`src/rtl/mux_arb_pkg.sv`:
```
// Shared constants and types for the round-robin mux arbiter.
// Optional build macro: MUX_ARB_FIXED_PRIO_EN (see rr_pick).
package mux_arb_pkg;
  localparam int DATA_W = 4;
  localparam int N_SRC  = 4;
  localparam int SEL_W  = 2;

  typedef enum logic [1:0] {IDLE, SELECT, HOLD} arb_state_t;
  typedef logic [SEL_W-1:0] sel_t;
endpackage

```
`src/rtl/rr_pick.sv`:
```
// Combinational winner selection: rotating scan from ptr+1, or lowest index
// when MUX_ARB_FIXED_PRIO_EN is defined.
module rr_pick
  import mux_arb_pkg::*;
(
  input  logic [N_SRC-1:0] req,
  input  sel_t             ptr,
  output sel_t             winner,
  output logic             any
);
  always_comb begin
    winner = ptr;
    any    = |req;
`ifdef MUX_ARB_FIXED_PRIO_EN
    for (int i = N_SRC - 1; i >= 0; i--) begin
      if (req[i]) winner = sel_t'(i);
    end
`else
    // Walk the scan order backwards so the earliest candidate is written last.
    for (int i = N_SRC; i >= 1; i--) begin
      sel_t idx;
      idx = ptr + sel_t'(i);
      if (req[idx]) winner = idx;
    end
`endif
  end
endmodule

```
`src/rtl/mux_rr_arbiter.sv`:
```
// Round-robin scheduler for mux_4to1: drives sel, captures the word, and
// presents it on a valid/ready port. Build option: MUX_ARB_FIXED_PRIO_EN.
module mux_rr_arbiter #(
  parameter int DATA_W = mux_arb_pkg::DATA_W,
  parameter int N_SRC  = mux_arb_pkg::N_SRC
) (
  input  logic              clk,
  input  logic              rst_n,
  input  logic [N_SRC-1:0]  req,
  output logic [N_SRC-1:0]  grant,
  output logic [1:0]        sel,
  input  logic [DATA_W-1:0] mux_out,
  output logic [DATA_W-1:0] out_data,
  output logic              out_valid,
  input  logic              out_ready
);
  import mux_arb_pkg::*;

  arb_state_t state, state_nxt;
  sel_t       ptr;
  sel_t       winner;
  logic       any;

  rr_pick u_pick (
    .req    (req),
    .ptr    (ptr),
    .winner (winner),
    .any    (any)
  );

  always_ff @(posedge clk or negedge rst_n) begin
    if (!rst_n) state <= IDLE;
    else        state <= state_nxt;
  end

  always_comb begin
    state_nxt = state;
    case (state)
      IDLE:    if (any) state_nxt = SELECT;
      SELECT:  state_nxt = HOLD;
      HOLD:    if (out_ready) state_nxt = IDLE;
      default: state_nxt = IDLE;
    endcase
  end

  // Select, pointer and output port registers; grant is a single-cycle pulse.
  always_ff @(posedge clk or negedge rst_n) begin
    if (!rst_n) begin
      sel       <= '0;
      ptr       <= sel_t'(N_SRC - 1);
      grant     <= '0;
      out_data  <= '0;
      out_valid <= 1'b0;
    end else begin
      grant <= '0;
      case (state)
        IDLE: begin
          if (any) sel <= winner;
        end
        SELECT: begin
          out_data   <= mux_out;
          out_valid  <= 1'b1;
          grant[sel] <= 1'b1;
`ifndef MUX_ARB_FIXED_PRIO_EN
          ptr        <= sel;
`endif
        end
        HOLD: begin
          if (out_ready) out_valid <= 1'b0;
        end
        default: ;
      endcase
    end
  end
endmodule

```
`config.mk`:
```
export PLATFORM = sky130hd
export DESIGN_NAME = mux_rr_arbiter
export DESIGN_NICKNAME = d
export VERILOG_FILES = /design/src/rtl/mux_arb_pkg.sv /design/src/rtl/rr_pick.sv /design/src/rtl/mux_rr_arbiter.sv
export SDC_FILE = /design/constraint.sdc
export NUM_CORES = 1
export LEC_CHECK = 0
export ABC_CLOCK_PERIOD_IN_PS = 3200
export CAP_MARGIN = 20
export CORE_MARGIN = 3
export CORE_UTILIZATION = 45
export CTS_BUF_LIST = sky130_fd_sc_hd__clkbuf_8
export CTS_CLUSTER_DIAMETER = 120
export CTS_CLUSTER_SIZE = 30
export DETAILED_ROUTE_END_ITERATION = 12
export PLACE_DENSITY = 0.81
export SYNTH_ARGS = -nofsm -noshare
export SYNTH_HDL_FRONTEND = slang
export SYNTH_SLANG_ARGS = --single-unit
```
`constraint.sdc`:
```
create_clock -name clk -period 3.2 [get_ports clk]
set_clock_uncertainty 0.2 [all_clocks]
set_input_delay 0.48 -clock clk [delete_from_list [all_inputs] [get_ports clk]]
set_output_delay 0.48 -clock clk [all_outputs]
set_load 0.02 [all_outputs]
```
==> metrics.md, run 1 <==
| Metric | Value |
|---|---|
| Switch share | `37.5%` |
| Comb power frac | `43.5%` |
| Initial core utilization | `49.4%` |
| Synth Area per Inst | `9.70 um^2` |
| Fin util | `69.0%` |
| Syn Nets | `79` |
| Crit path time final | `2.01 ns` |
| Critical path's top delay family | `buffers and inverters` |
| Final hold viol count | `0` |
| Final wirelength | `1240 um` |
| Synth Cell Area | `659 um^2` |
| DP HPWL | `943 um` |
| Cell taking the most area after synthesis | `dfrtp_1` |
| Power Total | `0.000893 W` |
| # rows | `13` |
| Crit path DAT | `1.33 ns` |
| Critical Path, Cell by Cell | `clkdlybuf4s50_1` |
| Yosys cell types | `24` |
| CTS buffer count | `3` |
| GRT overflow | `0` |
| Slew @ Worst Pin | `0.638 ns` |
| Fillers | `106` |
| Result of the run | `finished, final reports clean` |
| Worst R2R Start | `ptr[1]` |
| Internal Power | `0.000558 W` |
| Setup crit end kind | `output port` |
| CTS Hold Buffers Added | `0` |
| Setup TNS | `0 ns` |
| Pre-CTS setup slack | `1.10 ns` |
| Sink Count | `15` |
| Sequential area share after synthesis | `57.3%` |
| Hold path cells | `2` |
| I/O pin total | `22` |
| DRT iter0 DRCs | `6` |
| Synth warnings | `0` |
| Post-CTS setup buffers | `0` |
| Yosys reg bits | `15` |
| Hold Path Class | `flip-flop to flip-flop` |
| Port-buffer cells | `21` |
| Final Wtd Congestion | `0.696` |
| Top post-synthesis cells by area | `dfrtp_1, nand2_1, dfstp_2` |
| CTS resizes | `0` |
| Vias | `534` |
| Slew headroom | `57.3%` |
| CP max stage delay | `0.64 ns` |
| Clock network power share | `16.1%` |
| Commonest non-fill, non-tap cell in the layout | `clkdlybuf4s50_1` |
| Hold path endpoint | `out_data[2]` |
| Largest net degree at the start of global routing | `16` |
| Clock Path Buffers | `2` |
| GR Util All Layers | `14.8%` |
| # DRC | `0` |
| Core area | `1330 um^2` |
| First-pass GRT wire length | `2100 um` |
| Post-Synthesis Cells | `68` |
| Startpoint Class | `flip-flop` |
| Clk Latency, worst-skew pair | `0.24 ns` |
| H-tree Lvls | `1` |
| Die H | `44.3 um` |
| Final period util | `62.7%` |
| Flop pwr share | `40.3%` |
| Vias in the first global route | `503` |
| Post-route setup slack | `1.19 ns` |
| Clock transition at path regs | `0.06 ns` |
| P_leak | `0.434 nW` |
| WHS | `0.278 ns` |
| Net switching power | `0.000335 W` |
| Avg WL per Cell | `11.8 um` |
| Slowest cell on crit path | `clkdlybuf4s50_1` |
| Antenna cells | `0` |
| Die area | `1960 um^2` |
| Path depth of the worst reg2reg path | `3` |
| Die Wd | `44.3 um` |
| Worst reg2reg endpoint | `sel[0]` |
| Setup CP Type | `flip-flop to output port` |
| Area share of the largest cell type after synthesis | `49.3%` |
| Power Dens Cells | `970 nW/um^2` |
| Via density | `5.09` |
| Crit path from | `sel[1]` |
| Max-cap viol count | `0` |
| CP Buf/Inv Count | `1` |
| CP max FO | `7` |
| Final Net Count | `102` |
| Most frequent cells in the layout | `clkdlybuf4s50_1, nand2_1, dfrtp_1` |
| Clk root buf | `clkbuf_8` |
| First drt pass iteration count | `4` |
| Antenna violations before repair | `0` |
| Antenna-violating nets left | `0` |
| Synthesis-to-finish area growth | `39.7%` |
| Layout cells sized above 1 | `8.89%` |
| Worst EP required | `2.52 ns` |
| Pins over their slew limit | `0` |
| R2R Setup Slk | `1.60 ns` |
| RSZ-0062 raised after global routing | `no` |
| Final setup violation count | `0` |
| CTS tree | `built` |
| Worst hold start | `out_data[2]` |
| Max Clk Rate | `0.498 GHz` |
| VDD IR max | `0.465 mV` |
final cells by class:
cell class,count,area [um^2],share of cell area [%]
repair buffers,21,210,22.8
well taps,15,18.8,2.04
inverters,4,15.0,1.63
flip-flops and latches,15,378,41.0
clock inverters,1,3.75,0.408
clock buffers,3,41.3,4.48
multi-input cells,46,254,27.6
layer usage:
layer	up-vias	share of wire [%]	GRT usage [%]	wire [um]
li1	272	-	-	-
met5	-	0	0	0
met3	0	6.8	7.32	84
met2	15	47	23.5	582
met1	247	46	18.0	568
met4	0	0	3.61	0
cells by family (layout without fill, tap and decap cells):
logic type             Yosys count  in the layout  synth area share [%]
AOI/OAI and AO/OA               11             11                  12.7
muxes                            1              1                  1.52
DFF                             15             15                  57.3
buffers and inverters            7             29                  4.17
and+or+nand+nor                 34             34                  24.3
power groups by stage:
stage / clock network (W) / logic [W] / registers (W)
after floorplan: 0 / 0.000180 / 0.000410
after global placement: 0 / 0.000387 / 0.000361
after detailed placement: 0 / 0.000392 / 0.000365
after CTS: 0.000150 / 0.000394 / 0.000361
after global routing: 0.000160 / 0.000431 / 0.000375
final: 0.000144 / 0.000389 / 0.000360
stage by stage:
step,cells,cell area [um^2]
4_1_cts,105,921
6_report,105,921
2_1_floorplan,68,659
5_1_grt,105,921
3_5_place_dp,101,876
3_3_place_gp,101,876
flip-flops by register name, summed over array words and instances (netlist names):
register	count
grant	4
out_data	4
ptr	2
sel	2
state	2
out_valid	1
synthesized netlist by cell type:
master / count
inv_1: 4
nor4_1: 1
nor3_1: 2
a2111oi_0: 1
a211oi_1: 1
a32oi_1: 1
a21oi_1: 2
dfstp_2: 2
or3_4: 1
o21ai_0: 2
clkbuf_1: 2
nor2_1: 2
buf_2: 1
o41ai_2: 1
nor2b_1: 1
a21boi_0: 1
mux2i_1: 1
dfrtp_1: 13
nand2_1: 20
nand2b_1: 4
o31ai_1: 1
or2_2: 1
and3_1: 2
a21o_1: 1
worst max path at each step:
stage / to / slack (ns) / cells past startpoint
4_1_cts: sel[1] / 1.18 / 1
3_5_place_dp: sel[1] / 1.10 / 4
5_1_grt: sel[1] / 1.14 / 1
3_3_place_gp: sel[0] / 1.13 / 4
2_1_floorplan: sel[0] / 1.68 / 4
6_report: sel[1] / 1.19 / 1
Note: power is estimated with default switching activity, not from simulation.
==> run 2: changes to the inputs <==
Settings changed: ABC_CLOCK_PERIOD_IN_PS 3200 to 1900.
Clock period 3.2 ns to 1.9 ns, I/O delays scaled along.
==> metrics.md, run 2 (same netlist as run 1, synthesis figures left out) <==
| Metric | Value |
|---|---|
| DP Area | `906 um^2 (+3.4%)` |
| First-pass GRT wire length | `2630 um (+25%)` |
| Slew headroom | `65.9% (+8.6 points)` |
| Fin util | `71.3% (+2.3 points)` |
| CP max stage delay | `0.64 ns (about the same)` |
| Final wirelength | `1560 um (+26%)` |
| I/O pin total | `22 (unchanged)` |
| Fillers | `93 (-12%)` |
| Pins over their slew limit | `0 (unchanged)` |
| Startpoint Class | `flip-flop` |
| Slew @ Worst Pin | `0.510 ns (-0.129 ns)` |
| GRT overflow | `0 (unchanged)` |
| First drt pass iteration count | `4 (unchanged)` |
| Final setup violation count | `0 (unchanged)` |
| VDD IR max | `0.758 mV (+63%)` |
| Antenna-violating nets left | `0 (unchanged)` |
| Final Wtd Congestion | `0.724 (+4.0%)` |
| Port-buffer cells | `21 (unchanged)` |
| Critical path's top delay family | `buffers and inverters` |
| Final hold viol count | `0 (unchanged)` |
| Commonest non-fill, non-tap cell in the layout | `clkdlybuf4s50_1` |
| Largest net degree at the start of global routing | `16 (unchanged)` |
| Slowest cell on crit path | `clkdlybuf4s50_1` |
| Routed length on met1 | `653 um (+15%)` |
| Post-route setup slack | `0.0912 ns (-1.10 ns)` |
| DRT iter0 DRCs | `4 (-2)` |
| Synthesis-to-finish area growth | `44.2%` |
| Clk Latency, worst-skew pair | `0.24 ns (about the same)` |
| Worst EP required | `1.41 ns (-1.11 ns)` |
| Setup TNS | `0 ns (unchanged)` |
| # rows | `13 (unchanged)` |
| Result of the run | `finished, final reports clean` |
| Antenna cells | `0 (unchanged)` |
| Max Clk Rate | `0.553 GHz` |
| Via density | `5.11 (+0.48%)` |
| Power Dens Cells | `1620 nW/um^2 (+67%)` |
| Die area | `1960 um^2 (unchanged)` |
| Biggest regs | `grant: 4 flops, out_data: 4 flops` |
| Final period util | `95.2%` |
| # DRC | `0 (unchanged)` |
| Vias | `557 (+4.3%)` |
| Hold Path Class | `input port to async pin` |
| Antenna violations before repair | `0 (unchanged)` |
| Crit path DAT | `1.32 ns (about the same)` |
| RSZ-0062 raised after global routing | `no` |
| WHS | `0.156 ns (-0.122 ns)` |
| Final Net Count | `106 (+3.9%)` |
| CP max FO | `7 (unchanged)` |
| Critical Path, Cell by Cell | `clkdlybuf4s50_1` |
| Die H | `44.3 um (unchanged)` |
| Initial core utilization | `49.4% (unchanged)` |
| Clock transition at path regs | `0.06 ns (about the same)` |
| Top Metal Used | `met4` |
| Most frequent cells in the layout | `clkdlybuf4s50_1, nand2_1, dfrtp_1` |
| Clk root buf | `clkbuf_8` |
| Core area | `1330 um^2 (unchanged)` |
| CP Buf/Inv Count | `1 (unchanged)` |
| CTS tree | `built` |
| GR Util All Layers | `19.1% (+4.3 points)` |
| Post-CTS setup buffers | `0 (unchanged)` |
| Sink Count | `15 (unchanged)` |
| CTS Hold Buffers Added | `0 (unchanged)` |
| CTS buffer count | `3 (unchanged)` |
| Crit path time final | `1.81 ns` |
| Avg WL per Cell | `14.3 um (+22%)` |
| Setup crit end kind | `output port` |
| Die Wd | `44.3 um (unchanged)` |
| Met2 wire len | `816 um (+40%)` |
| DP HPWL | `1150 um (+23%)` |
| CTS resizes | `0 (unchanged)` |
| Final Cell Area | `951 um^2 (+3.3%)` |
| P_leak | `0.453 nW (+4.4%)` |
| Vias in the first global route | `571 (+14%)` |
| Setup CP Type | `flip-flop to output port` |
| Clock Path Buffers | `2 (unchanged)` |
| Max-cap viol count | `0 (unchanged)` |
| DR WL met3 | `55 um (-35%)` |
| Pre-CTS setup slack | `-0.000452 ns (-1.10 ns)` |
| H-tree Lvls | `1 (unchanged)` |
| Layout cells sized above 1 | `12.8% (+3.9 points)` |
==> run 2: through the flow <==
step | total power [W] | std cells
CTS | 0.00156 | 109
floorplan | 0.000994 | 68
global placement | 0.00127 | 105
detailed placement | 0.00130 | 105
global route | 0.00165 | 109
finish | 0.00154 | 109
==> run 2: final timing paths <==
check                            startpoint          end  slack (ns)  depth (start not counted)
worst max-delay path                 sel[1]       sel[1]        0.09                          1
worst min-delay path                  rst_n     grant[2]        0.16                          2
worst max register to register       ptr[1]       sel[0]        0.29                          3
worst min register to register  out_data[2]  out_data[2]        0.28                          2
max in group asynchronous             rst_n       ptr[0]        1.10                          2
min in group clk                out_data[2]  out_data[2]        0.28                          2
==> run 2: routing by layer <==
metal / track usage [%] / vias up
met2: 30.5 / 12
met3: 2.44 / 4
met5: 0 / -
met1: 24.9 / 262
li1: - / 279
met4: 10.8 / 0
==> run 2: cell type report <==
type	count	area [um^2]	area share, %
flip-flops and latches	15	378	39.7
multi-input cells	46	254	26.7
repair buffers	25	240	25.3
clock buffers	3	41.3	4.34
well taps	15	18.8	1.97
inverters	4	15.0	1.58
clock inverters	1	3.75	0.395
==> run 2: power breakdown <==
group / switching (W) / internal (W)
combinational: 0.000354 / 0.000328
clock: 0.000101 / 0.000143
sequential: 0.000139 / 0.000475
total: 0.000594 / 0.000946
